[config.mk]
export PLATFORM = sky130hd
export DESIGN_NAME = exec_step_controller
export DESIGN_NICKNAME = d
export VERILOG_FILES = /design/src/rtl/exec_step_controller_pkg.sv /design/src/rtl/exec_step_controller_btn_debounce.sv /design/src/rtl/exec_step_controller.sv
export SDC_FILE = /design/constraint.sdc
export NUM_CORES = 1
export LEC_CHECK = 0
export CAP_MARGIN = 0
export CORE_MARGIN = 3
export CORE_UTILIZATION = 53
export DETAILED_ROUTE_END_ITERATION = 12
export PLACE_DENSITY = 0.88
export SLEW_MARGIN = 20
export SYNTH_ARGS = -nofsm -noshare
export SYNTH_HDL_FRONTEND = slang
export SYNTH_SLANG_ARGS = --single-unit
[constraint.sdc]
create_clock -name clock -period 3.2 [get_ports clock]
set_clock_uncertainty 0.05 [all_clocks]
set_input_delay 0.32 -clock clock [delete_from_list [all_inputs] [get_ports clock]]
set_output_delay 0.32 -clock clock [all_outputs]
set_load 0.05 [all_outputs]
[src/rtl/exec_step_controller_pkg.sv]
// Shared state encodings and widths for the execution step controller.
package exec_step_controller_pkg;

  typedef enum logic [1:0] {
    ST_HALT = 2'b00,
    ST_RUN  = 2'b01,
    ST_STEP = 2'b10
  } state_e;

  localparam int CYCLE_W = 32;
  localparam int DB_W    = 16;

endpackage

[src/rtl/exec_step_controller_btn_debounce.sv]
// Button conditioner: 2-FF synchroniser, stable-sample counter and a
// registered one-cycle pulse on each accepted 0->1 level change.
module exec_step_controller_btn_debounce
  import exec_step_controller_pkg::*;
#(
  parameter logic [DB_W-1:0] DEBOUNCE_CYCLES = 16'd50000
) (
  input  logic clock,
  input  logic reset,
  input  logic btn_raw,
  output logic pulse
);

  logic            sync1_q, sync1_d;
  logic            sync2_q, sync2_d;
  logic            level_q, level_d;
  logic            level_dly_q, level_dly_d;
  logic            pulse_q, pulse_d;
  logic [DB_W-1:0] cnt_q, cnt_d;

  always_comb begin
    sync1_d     = btn_raw;
    sync2_d     = sync1_q;
    level_d     = level_q;
    cnt_d       = '0;
    // Any sample that agrees with the level restarts the stability count.
    if (sync2_q != level_q) begin
      if (cnt_q == DEBOUNCE_CYCLES - 16'd1) begin
        level_d = ~level_q;
      end else begin
        cnt_d = cnt_q + 16'd1;
      end
    end
    level_dly_d = level_q;
    pulse_d     = level_q & ~level_dly_q;
  end

  always_ff @(posedge clock) begin
    if (!reset) begin
      sync1_q     <= 1'b0;
      sync2_q     <= 1'b0;
      level_q     <= 1'b0;
      level_dly_q <= 1'b0;
      pulse_q     <= 1'b0;
      cnt_q       <= '0;
    end else begin
      sync1_q     <= sync1_d;
      sync2_q     <= sync2_d;
      level_q     <= level_d;
      level_dly_q <= level_dly_d;
      pulse_q     <= pulse_d;
      cnt_q       <= cnt_d;
    end
  end

  assign pulse = pulse_q;

endmodule

[src/rtl/exec_step_controller.sv]
// RUN / HALT / single-STEP clock-enable sequencer for the DataPath.
// Optional PC breakpoint is built when macro BREAKPOINT_EN is defined.
module exec_step_controller
  import exec_step_controller_pkg::*;
#(
  parameter logic [DB_W-1:0] DEBOUNCE_CYCLES = 16'd50000,
  parameter logic            RESET_RUN       = 1'b0
) (
  input  logic               clock,
  input  logic               reset,
  input  logic               btn_run,
  input  logic               btn_halt,
  input  logic               btn_step,
  input  logic [31:0]        pc_in,
`ifdef BREAKPOINT_EN
  input  logic [31:0]        bp_addr,
  input  logic               bp_valid,
`endif
  output logic               cpu_en,
  output logic [1:0]         state,
  output logic               bp_hit,
  output logic [CYCLE_W-1:0] cycle_count
);

  localparam state_e RESET_STATE = RESET_RUN ? ST_RUN : ST_HALT;

  logic               p_run, p_halt, p_step;
  logic               bp_now;
  state_e             state_q, state_d;
  logic [CYCLE_W-1:0] count_q, count_d;

  exec_step_controller_btn_debounce #(.DEBOUNCE_CYCLES(DEBOUNCE_CYCLES)) u_db_run (
    .clock(clock), .reset(reset), .btn_raw(btn_run), .pulse(p_run)
  );
  exec_step_controller_btn_debounce #(.DEBOUNCE_CYCLES(DEBOUNCE_CYCLES)) u_db_halt (
    .clock(clock), .reset(reset), .btn_raw(btn_halt), .pulse(p_halt)
  );
  exec_step_controller_btn_debounce #(.DEBOUNCE_CYCLES(DEBOUNCE_CYCLES)) u_db_step (
    .clock(clock), .reset(reset), .btn_raw(btn_step), .pulse(p_step)
  );

  always_comb begin
    state_d = state_q;
    case (state_q)
      ST_HALT: begin
        if (p_halt)      state_d = ST_HALT;
        else if (p_run)  state_d = ST_RUN;
        else if (p_step) state_d = ST_STEP;
      end
      ST_RUN:  if (p_halt || bp_now) state_d = ST_HALT;
      ST_STEP: state_d = ST_HALT;
      default: state_d = ST_HALT;
    endcase
    cpu_en  = (state_q == ST_STEP) | ((state_q == ST_RUN) & ~bp_now);
    count_d = count_q + {{(CYCLE_W-1){1'b0}}, cpu_en};
  end

  always_ff @(posedge clock) begin
    if (!reset) begin
      state_q <= RESET_STATE;
      count_q <= '0;
    end else begin
      state_q <= state_d;
      count_q <= count_d;
    end
  end

`ifdef BREAKPOINT_EN
  logic skip_q, skip_d;
  logic bp_hit_q, bp_hit_d;

  // skip masks the compare for the first RUN cycle so a resume at bp_addr executes it.
  assign bp_now = bp_valid & (pc_in == bp_addr) & ~skip_q & (state_q == ST_RUN);

  always_comb begin
    skip_d   = skip_q;
    bp_hit_d = bp_hit_q;
    if (state_d == ST_RUN && state_q != ST_RUN) skip_d = 1'b1;
    else if (state_q == ST_RUN)                 skip_d = 1'b0;
    if (bp_now)                                        bp_hit_d = 1'b1;
    else if (state_q == ST_HALT && state_d != ST_HALT) bp_hit_d = 1'b0;
  end

  always_ff @(posedge clock) begin
    if (!reset) begin
      skip_q   <= RESET_RUN;
      bp_hit_q <= 1'b0;
    end else begin
      skip_q   <= skip_d;
      bp_hit_q <= bp_hit_d;
    end
  end

  assign bp_hit = bp_hit_q;
`else
  logic unused_pc;
  assign unused_pc = ^pc_in;
  assign bp_now    = 1'b0;
  assign bp_hit    = 1'b0;
`endif

  assign state       = state_q;
  assign cycle_count = count_q;

endmodule
Yosys cells after proc, flatten, opt, wreduce, memory -nomap -nowiden:

Index checks and enable logic that the tools add are counted.

* register bits after elaboration: 97
* input port bits: 37

* add/sub/neg operators: 4
* equal/unequal tests: 10
* muxes and demuxes: 5
* bitwise gates (word level): 14
* reduce and logical (&&, ||, !) cells: 8

Operators by type and width (count)
* adder 16 x 1 -> 16 bit, second input constant: 3
* equality test 16 bit, second input constant: 3
* adder 32 x 1 -> 32 bit: 1
* inverter 1 bit: 10
* OR reduction 3 bit: 3
* two-way mux 2 bit: 4
* AND reduction 2 bit: 4
* inequality test 4 x 1 -> 1 bit, second input constant: 1
* case mux 2 bit (2 select lines): 1
* bitwise AND 1 bit: 3
* inequality test 1 bit: 3
* equality test 2 x 1 -> 1 bit, second input constant: 1
* equality test 2 bit, second input constant: 1
* logical NOT 2 bit: 1
* inequality test 2 x 1 -> 1 bit, second input constant: 1
* OR 1 bit: 1

Depth between registers and ports, before layout:

Gate-level depths: netlist (run 1).

* depth after elaboration: 4
* mapped depth: 10
* mapped depth without buffers: 8

Hierarchy:

A second synthesis (run 1) with hierarchy kept.

* cell total of the unflattened synthesis: 469
* area, all modules: 4210.3 um2

Modules (own cells, without submodules)
* exec_step_controller_btn_debounce: times used 3, cells an instance 94, area an instance 865.8 um2, seq. area each 420.4 um2
* exec_step_controller: times used 1, cells an instance 187, area an instance 1612.8 um2, seq. area each 680.7 um2

Least setup slack after synthesis (run 1):

Ideal clock, no wire load.

* kind: reg-to-reg
* start: reg state_q[1] (netlist: state[1])
* end: reg count_q[30] (netlist: cycle_count[30])
* setup time: 70 ps
* arrival: 3014 ps
* required time: 3080 ps
* path slack: 66 ps
* cell stages (with the launch flop): 10
* buffers on the path: 1
* path through: dfxtp_1 > inv_1 > ha_1 > ha_1 > ha_1 > nand2_1 > or4_1 > buf_2 > or4_1 > a21oi_1

* longest elaborated chain between the ends: 3
* elaborated cells on any way between the ends: 4
* classes of those cells: add/sub: 1; eq/ne: 2; bitwise: 1

Ends and longest elaborated chain
* start, declared: line exec_step_controller.sv:29 `state_e state_q, state_d;`
* start signal, assigned: line exec_step_controller.sv:63 `state_q <= state_d;`
* equality test 2 bit or equality test 2 x 1 -> 1 bit (tied branches): line exec_step_controller.sv:54 `cpu_en = (state_q == ST_STEP) | ((state_q == ST_RUN) & ~bp_now);`
* OR 1 bit (*): line exec_step_controller.sv:54
* net cpu_en: line exec_step_controller.sv:19 `output logic cpu_en,`
* adder 32 x 1 -> 32 bit (*): line exec_step_controller.sv:55 `count_d = count_q + {{(CYCLE_W-1){1'b0}}, cpu_en};`
* end signal, assigned: line exec_step_controller.sv:64 `count_q <= count_d;`
* end, declared: line exec_step_controller.sv:30 `logic [CYCLE_W-1:0] count_q, count_d;`

The timed path passes the listed nets; every way through them passes the cells marked *.
A chain may end at the register's enable or synchronous reset.

Worst setup path in the final report (run 1):

* start: reg state_q[0] (netlist: state[0])
* end: reg count_q[30] (netlist: cycle_count[30])

* longest elaborated chain between the ends: 3
* elaborated cells on any way between the ends: 4
* classes of those cells: add/sub: 1; eq/ne: 2; bitwise: 1

Ends and longest elaborated chain (line)
* equality test 2 bit or equality test 2 x 1 -> 1 bit (tied branches): exec_step_controller.sv:54
* OR 1 bit (*): exec_step_controller.sv:54
* adder 32 x 1 -> 32 bit (*): exec_step_controller.sv:55

Every way passes the cells marked *; elsewhere a longest branch is shown, timed or not.

==> results of run 1 <==
[synth_stat cells, types with 8 or more instances]
| cell | instances |
|---|---|
| nand2_1 | 16 |
| inv_1 | 21 |
| nor2_1 | 59 |
| xnor2_1 | 32 |
| nand4_1 | 21 |
| ha_1 | 8 |
| o31ai_1 | 12 |
| dfxtp_1 | 97 |
| a21oi_1 | 23 |
| and2_1 | 12 |
| xor2_1 | 21 |
| nor3_1 | 13 |
| and3_1 | 11 |
| nand3_1 | 28 |
| clkbuf_1 | 11 |
| or4_1 | 16 |
| nor4_1 | 13 |
[logic make-up after synthesis]
group | count (synthesis) | synth area share
buffers and inverters | 38 | 0.0385
AO/OA/AOI/OAI | 46 | 0.0633
multiplexers | 4 | 0.00956
adder cells (fa/ha/maj) | 8 | 0.0239
AND/OR/NAND/NOR | 219 | 0.289
other | 1 | 0.000895
flip-flops | 97 | 0.464
XOR/XNOR | 53 | 0.111
[metrics by stage]
step / util / setup slack, ns
2_1_floorplan: - / 0.0660
3_3_place_gp: 0.622 / 0.518
3_5_place_dp: 0.622 / 0.410
4_1_cts: 0.650 / 0.387
5_1_grt: 0.650 / 0.204
6_report: 0.650 / 0.354
[how the worst max path moves through the flow]
stage | from | to | cells after the start
floorplan | state[1] | cycle_count[30] | 9
global placement | state[0] | cycle_count[30] | 8
detailed placement | state[0] | cycle_count[30] | 8
CTS | state[0] | cycle_count[30] | 8
global route | state[0] | cycle_count[30] | 8
finish | state[0] | cycle_count[30] | 8
[cell usage in the layout (no fill, tap or decap), types with 4 or more instances in the layout]
master and instances:
and3_1 11, nor2b_1 4, nand3_1 28, or3_1 6
ha_1 8, mux2i_1 4, nor2_1 59, or4_1 16
a21oi_1 23, o21ai_1 6, o31ai_1 12, clkdlybuf4s50_1 39
nor4_1 13, nand4_1 21, and2_1 12, xnor2_1 32
nor3_1 13, clkbuf_8 9, xor2_1 21, nand2_1 16
dfxtp_1 97, and4_1 4, inv_1 21
[sequential cells by signal, summed over array words and instances (netlist names), 2 cells and up]
signal           count
u_db_step.cnt_q     16
state                2
u_db_halt.cnt_q     16
u_db_run.cnt_q      16
cycle_count         32
[layout make-up]
type | instances | share of cell area
clock buffer | 10 | 0.0264
timing repair buffer | 41 | 0.0838
clock inverter | 6 | 0.0155
tap | 99 | 0.0256
sequential | 97 | 0.401
multi-input combinational | 331 | 0.431
inverter | 21 | 0.0163
[routing by layer]
metal	wire (um)	track usage	share of wire	vias up
met1	3800	0.252	0.45	1620
met3	449	0.0454	0.053	11
met2	4150	0.355	0.49	93
met5	0	0	0	-
li1	-	-	-	1706
met4	124	0.0877	0.015	0
[power groups by stage]
stage,registers (mW),clock network (mW),logic (mW)
after detailed placement,1.24,0,0.0300
after global placement,1.24,0,0.0291
after global routing,1.21,0.878,0.0335
final,1.21,0.814,0.0297
after CTS,1.21,0.817,0.0302
after floorplan,1.24,0,0.0203
==> results.txt, run 1 <==
----------------------------------------------------
[Final layout]
  Multi-input gate area ... 2090 sq um
  Area growth syn-to-layout ... 15.5%
  Fill count ... 575
  Area taken by flip-flops and latches ... 1940 sq um
  Layout cells sized above 1 ... 0.0435
  Antenna diode count ... 0
  Non-filler instance count after layout ... 605
  Post-route cell area ... 4840 sq um
  Count of nets after finishing ... 546

[Synth]
  Number of warning messages in the yosys log ... 0
  Summed instance area of the synthesized netlist ... 4190 sq um
  Post-Synthesis Mean Instance Area ... 8.99 sq um
  Top post-synthesis cells by area ... dfxtp_1 (46%), xnor2_1 (6.7%), nor2_1 (5.3%)
  Number of synthesized register bits ... 97
  Most instantiated flip-flop cell in the synthesis netlist ... dfxtp_1
  Top cell type by total area after synthesis ... dfxtp_1
  Part of the Yosys area used for sequential elements ... 0.464
  Number of distinct standard cells referenced by the synthesized netlist ... 40
  Area fraction of the dominant cell type after synthesis ... 0.464
  Number of synthesized flops with an enable pin ... 0
  Post-synthesis async set-or-reset flop share ... 0
  Gate count of the mapped netlist ... 466
  Synth Net Count ... 511

[STA]
  Summed negative setup slack over all endpoints ... 0 ns
  Hold slack ... 0.338 ns
  Minimum clock period after layout ... 2.85 ns
  Number of slew-limit violations in the final report ... 0
  Number of endpoints failing setup at the final stage ... 0
  Max Clk Rate ... 351 MHz
  Tightest Pin Transition ... 0.577 ns
  Number of hold violations in the final report ... 0
  Tightest slew margin relative to the limit ... 0.614
  Part of the cycle the worst path needs ... 0.889
  RSZ-0062 raised after global routing ... false

[Die]
  Number of placement rows ... 31
  Total core area ... 7450 sq um
  Die area ... 9010 sq um
  Effective utilization at floorplan ... 0.563
  IO Pins ... 73
  Die span in x ... 94.9 um
  Vertical die dimension ... 94.9 um

[Setup path]
  Largest stage delay, worst path ... 0.70 ns
  Sort of element at the start of the critical path ... flop
  Largest driver fanout on the critical path ... 18
  Setup slack of the worst register-to-register path ... 0.35 ns
  Kind of cell with the highest combined delay on the critical path ... simple AND/OR/NAND/NOR gates
  Reg-to-reg critical path startpoint ... state[0]
  Data arrival at the endpoint of the critical path ... 3.10 ns
  CP Class ... reg -> reg
  Slowest stage cell, crit path ... or4_1
  CP cell instances ... inv_1, ha_1, ha_1, ha_1, nand2_1, or4_1, or4_1, a21oi_1
  CP Capture Type ... flop
  Worst reg2reg path endpoint ... cycle_count[30]
  Worst r2r path cells ... 8
  CP dominant cell by count ... ha_1
  CP required ... 3.45 ns
  Sum of buffers and inverters on the critical path ... 1

[Clock network]
  Maximum clock path buffer count ... 2
  H-tree depth reported by CTS ... 3
  Resize count post-CTS ... 0
  Total CTS buffers ... 9
  Number of buffers inserted to repair setup after CTS ... 0
  Clock latency of the later-clocked register in the worst-skew pair ... 0.36 ns
  Cts-stage hold buffer count ... 0
  CTS tree ... yes
  CTS root buf ... clkbuf_8
  Clock sinks ... 97
  CTS clock-pin slew for the worst setup and hold paths ... 0.10 ns

[Drt]
  Vias per Instance ... 5.67
  Vias ... 3430
  Detailed router's first-iteration violation count ... 207
  Remaining DRCs ... 0
  Length of the first detailed-routing pass in iterations ... 5
  Routed wire per std cell ... 14.1 um
  Sum of routed wire length over all layers ... 8530 um
  Antenna Nets Post-Route ... 0

[Job]
  Max Cap Violations ... 0

[Global route]
  Number of global-route vias before repair ... 3434
  Total GRT Usage ... 0.208
  Maximum number of pins on one net before global-route repair ... 19
  Antenna violations before repair ... 0
  Remaining Overflow, GRT ... 0
  First-pass GRT wire length ... 15200 um

[Run status]
  Outcome ... finished clean

[Place]
  Final weighted congestion in routability-driven placement ... 0.846
  Cell Area, Placed ... 4640 sq um
  Half-perimeter wire length after placement ... 5900 um
  Number of input and output port buffers inserted ... 39
  Placed cells ... 589

[Power]
  Leakage dissipation ... 1.56 nW
  Sequential power share ... 0.590
  Design Power ... 2.06 mW
  Part of the power in the clock network ... 0.396
  Internal power component ... 1.59 mW
  Relative contribution of combinational cells to total power ... 0.014
  Peak supply drop ... 0.343 mV
  Power density relative to cell area ... 425 nW/um^2
  Switching part of the total power ... 0.225
  Reported net switching power ... 0.464 mW

[Hold path]
  Endpoint, Worst Hold ... u_db_step.pulse
  Class of the most critical hold timing path ... reg -> reg
  Worst hold path stage count ... 1
  Origin of the worst min-delay path ... u_db_step.level_dly_q

----------------------------------------------------
Note: power is estimated with default switching activity, not from simulation.
==> run 2, diff against run 1 <==
--- a/config.mk
+++ b/config.mk
@@ -13,4 +13,5 @@
 export SLEW_MARGIN = 20
 export SYNTH_ARGS = -nofsm -noshare
 export SYNTH_HDL_FRONTEND = slang
+export SYNTH_HIERARCHICAL = 1
 export SYNTH_SLANG_ARGS = --single-unit
==> run 2 against run 1 <==
Effect of this change: routed wire length decreased by 3.4%; worst hold slack better by 0.0060 ns; synthesized cell count increased by 0.64%; critical endpoint is now cycle_count[28].
==> results.txt, run 2 <==
----------------------------------------------------
[STA]
  Tightest slew margin relative to the limit ... 0.404 (-0.210)
  Part of the cycle the worst path needs ... 0.876 (-0.0134)
  RSZ-0062 raised after global routing ... false
  Minimum clock period after layout ... 2.80 ns (-0.0428 ns)
  Tightest Pin Transition ... 0.893 ns (+0.316 ns)
  Number of hold violations in the final report ... 0 (unchanged)
  Summed negative setup slack over all endpoints ... 0 ns (unchanged)
  Max Clk Rate ... 357 MHz (+1.5%)
  Number of slew-limit violations in the final report ... 0 (unchanged)
  Number of endpoints failing setup at the final stage ... 0 (unchanged)

[Final layout]
  Count of nets after finishing ... 552 (+1.1%)
  Most frequent cells in the layout ... dfxtp_1 (97), nor2_1 (75), xnor2_1 (40)
  Post-route cell area ... 4880 sq um (+0.88%)
  Layout cells sized above 1 ... 0.0528 (+0.00936)
  Most common cell after layout, fill and taps aside ... dfxtp_1
  Flip-flop count of the largest register, all copies and words added ... 32 (unchanged)
  Fill count ... 607 (+5.6%)
  Antenna diode count ... 0 (unchanged)
  Non-filler instance count after layout ... 610 (+0.83%)
  Area growth syn-to-layout ... 15.9%

[Synth]
  Most instantiated flip-flop cell in the synthesis netlist ... dfxtp_1
  Top post-synthesis cells by area ... dfxtp_1 (46%), xnor2_1 (8.3%), nor2_1 (6.7%)
  Top cell type by total area after synthesis ... dfxtp_1
  Number of synthesized flops with an enable pin ... 0 (unchanged)
  Most instantiated library cell after synthesis ... dfxtp_1
  Number of warning messages in the yosys log ... 6 (+6)
  Number of synthesized register bits ... 97 (unchanged)
  Post-synthesis async set-or-reset flop share ... 0 (unchanged)
  Part of the Yosys area used for sequential elements ... 0.461 (-0.00234)
  Summed instance area of the synthesized netlist ... 4210 sq um (+0.51%)
  Most used standard cells in the synthesized netlist ... dfxtp_1 (97), nor2_1 (75), xnor2_1 (40)
  Number of distinct standard cells referenced by the synthesized netlist ... 36 (-10%)
  Synth Net Count ... 514 (+0.59%)
  Post-Synthesis Mean Instance Area ... 8.98 sq um (-0.14%)
  Area fraction of the dominant cell type after synthesis ... 0.461 (-0.00234)
  Gate count of the mapped netlist ... 469 (+0.64%)

[Die]
  Die area ... 9050 sq um (+0.47%)
  Effective utilization at floorplan ... 0.562 (about the same)
  Die span in x ... 95.1 um (+0.24%)
  Number of placement rows ... 31 (unchanged)
  Vertical die dimension ... 95.1 um (+0.24%)
  IO Pins ... 73 (unchanged)
  Total core area ... 7490 sq um (+0.52%)

[Setup path]
  CP Class ... reg -> reg
  Slowest stage cell, crit path ... or4_1
  Data arrival at the endpoint of the critical path ... 3.02 ns (-0.08 ns)
  Sort of element at the start of the critical path ... flop
  Sum of buffers and inverters on the critical path ... 1 (unchanged)
  Kind of cell with the highest combined delay on the critical path ... simple AND/OR/NAND/NOR gates
  CP required ... 3.42 ns (-0.03 ns)
  CP dominant cell by count ... ha_1
  CP Capture Type ... flop
  Largest driver fanout on the critical path ... 14 (-4)
  CP cell instances ... inv_1, ha_1, ha_1, ha_1, and4_1, nand3_2, or4_1, a21oi_1
  Largest stage delay, worst path ... 0.57 ns (-0.13 ns)

[Clock network]
  Clock sinks ... 97 (unchanged)
  CTS root buf ... clkbuf_8
  Maximum clock path buffer count ... 2 (unchanged)
  H-tree depth reported by CTS ... 3 (unchanged)
  Clock latency of the later-clocked register in the worst-skew pair ... 0.35 ns (about the same)
  Number of buffers inserted to repair setup after CTS ... 0 (unchanged)
  CTS tree ... yes
  Cts-stage hold buffer count ... 0 (unchanged)
  CTS clock-pin slew for the worst setup and hold paths ... 0.09 ns (about the same)
  Total CTS buffers ... 9 (unchanged)

[Drt]
  Vias per Instance ... 5.53 (-2.5%)
  Antenna Nets Post-Route ... 0 (unchanged)
  Vias ... 3372 (-1.7%)
  Remaining DRCs ... 0 (unchanged)
  Length of the first detailed-routing pass in iterations ... 5 (unchanged)
  Sum of routed wire length over all layers ... 8240 um (-3.4%)
  Routed wire per std cell ... 13.5 um (-4.2%)
  Detailed router's first-iteration violation count ... 146 (-29%)

[Place]
  Placed cells ... 595 (+1.0%)
  Cell Area, Placed ... 4650 sq um (+0.27%)
  Half-perimeter wire length after placement ... 5830 um (-1.3%)
  Final weighted congestion in routability-driven placement ... 0.897 (+6.0%)
  Number of input and output port buffers inserted ... 39 (unchanged)

[Power]
  Design Power ... 2.13 mW (+3.3%)
  Leakage dissipation ... 1.52 nW (-2.5%)
  Power density relative to cell area ... 435 nW/um^2 (+2.4%)
  Peak supply drop ... 0.303 mV (-11%)

[Global route]
  Antenna violations before repair ... 0 (unchanged)
  Number of global-route vias before repair ... 3221 (-6.2%)
  Maximum number of pins on one net before global-route repair ... 30 (+11)
  First-pass GRT wire length ... 14200 um (-6.3%)
  Total GRT Usage ... 0.195 (-0.0126)
  Remaining Overflow, GRT ... 0 (unchanged)

[Hold path]
  Class of the most critical hold timing path ... reg -> reg

[Run status]
  Outcome ... finished clean

[Job]
  Max Cap Violations ... 0 (unchanged)

----------------------------------------------------
run 2: cell count changes after synthesis, moves of 4 or more:
| cell | before | now |
|---|---|---|
| and3_1 | 11 | 1 |
| clkbuf_1 | 11 | 6 |
| nand2_1 | 16 | 27 |
| nor2_1 | 59 | 75 |
| o21ai_0 | 3 | 9 |
| o21ai_1 | 6 | 0 |
| or3_1 | 6 | 11 |
| or4_1 | 16 | 10 |
| xnor2_1 | 32 | 40 |
| xor2_1 | 21 | 17 |
run 2: cell type report:
| cell class | instances | area, sq um | area share |
|---|---|---|---|
| Timing Repair Buffer | 40 | 398 | 0.0815 |
| Inverter | 21 | 78.8 | 0.0161 |
| Clock buffer | 11 | 151 | 0.0310 |
| Tap cell | 99 | 124 | 0.0254 |
| Multi-Input combinational cell | 338 | 2110 | 0.432 |
| Sequential cell | 97 | 1940 | 0.398 |
| Clock inverter | 4 | 76.3 | 0.0156 |
run 2: repair_timing:
action	in CTS	in global routing
endpoints found under the setup margin	0	2
gates resized for setup	0	1
endpoints found under the hold margin	0	0
run 2: layer usage:
metal,part of all wire,vias up,track usage
met1,0.44,1592,0.228
li1,-,1701,-
met4,0.022,0,0.0877
met3,0.036,16,0.0410
met5,0,-,0
met2,0.51,63,0.342
run 2: path summary, 6_finish.rpt:
path	from	to	slack [ns]	cells after the start
worst min register to register	u_db_halt/level_dly_q	u_db_halt/pulse	0.34	1
worst min-delay path	u_db_halt/level_dly_q	u_db_halt/pulse	0.34	1
worst max-delay path	state[1]	cycle_count[28]	0.40	8
worst max register to register	state[1]	cycle_count[28]	0.40	8
run 2: cells by family (layout without fill, tap and decap cells):
kind of cell	after synthesis	after routing	synth area share
adders and majority gates	8	8	0.0238
buffers and inverters	34	76	0.0386
other	1	1	0.000891
muxes	3	3	0.00713
AOI/OAI and AO/OA	43	43	0.0692
xor gates and xnor gates	57	57	0.119
and+or+nand+nor	226	226	0.281
DFF	97	97	0.461
run 2: power breakdown:
group | internal, mW | switching [mW]
clock | 0.480 | 0.402
sequential | 1.21 | 0.00235
combinational | 0.00974 | 0.0208
run 2: metrics by stage:
| step | worst slack [ns] | hold slack [ns] | utilization |
|---|---|---|---|
| final | 0.397 | 0.344 | 0.652 |
| after global routing | 0.156 | 0.364 | 0.652 |
| after CTS | 0.240 | 0.354 | 0.651 |
| after detailed placement | 0.282 | 0.341 | 0.621 |
| after global placement | 0.435 | 0.321 | 0.621 |
| after floorplan | 0.0186 | 0.318 | - |
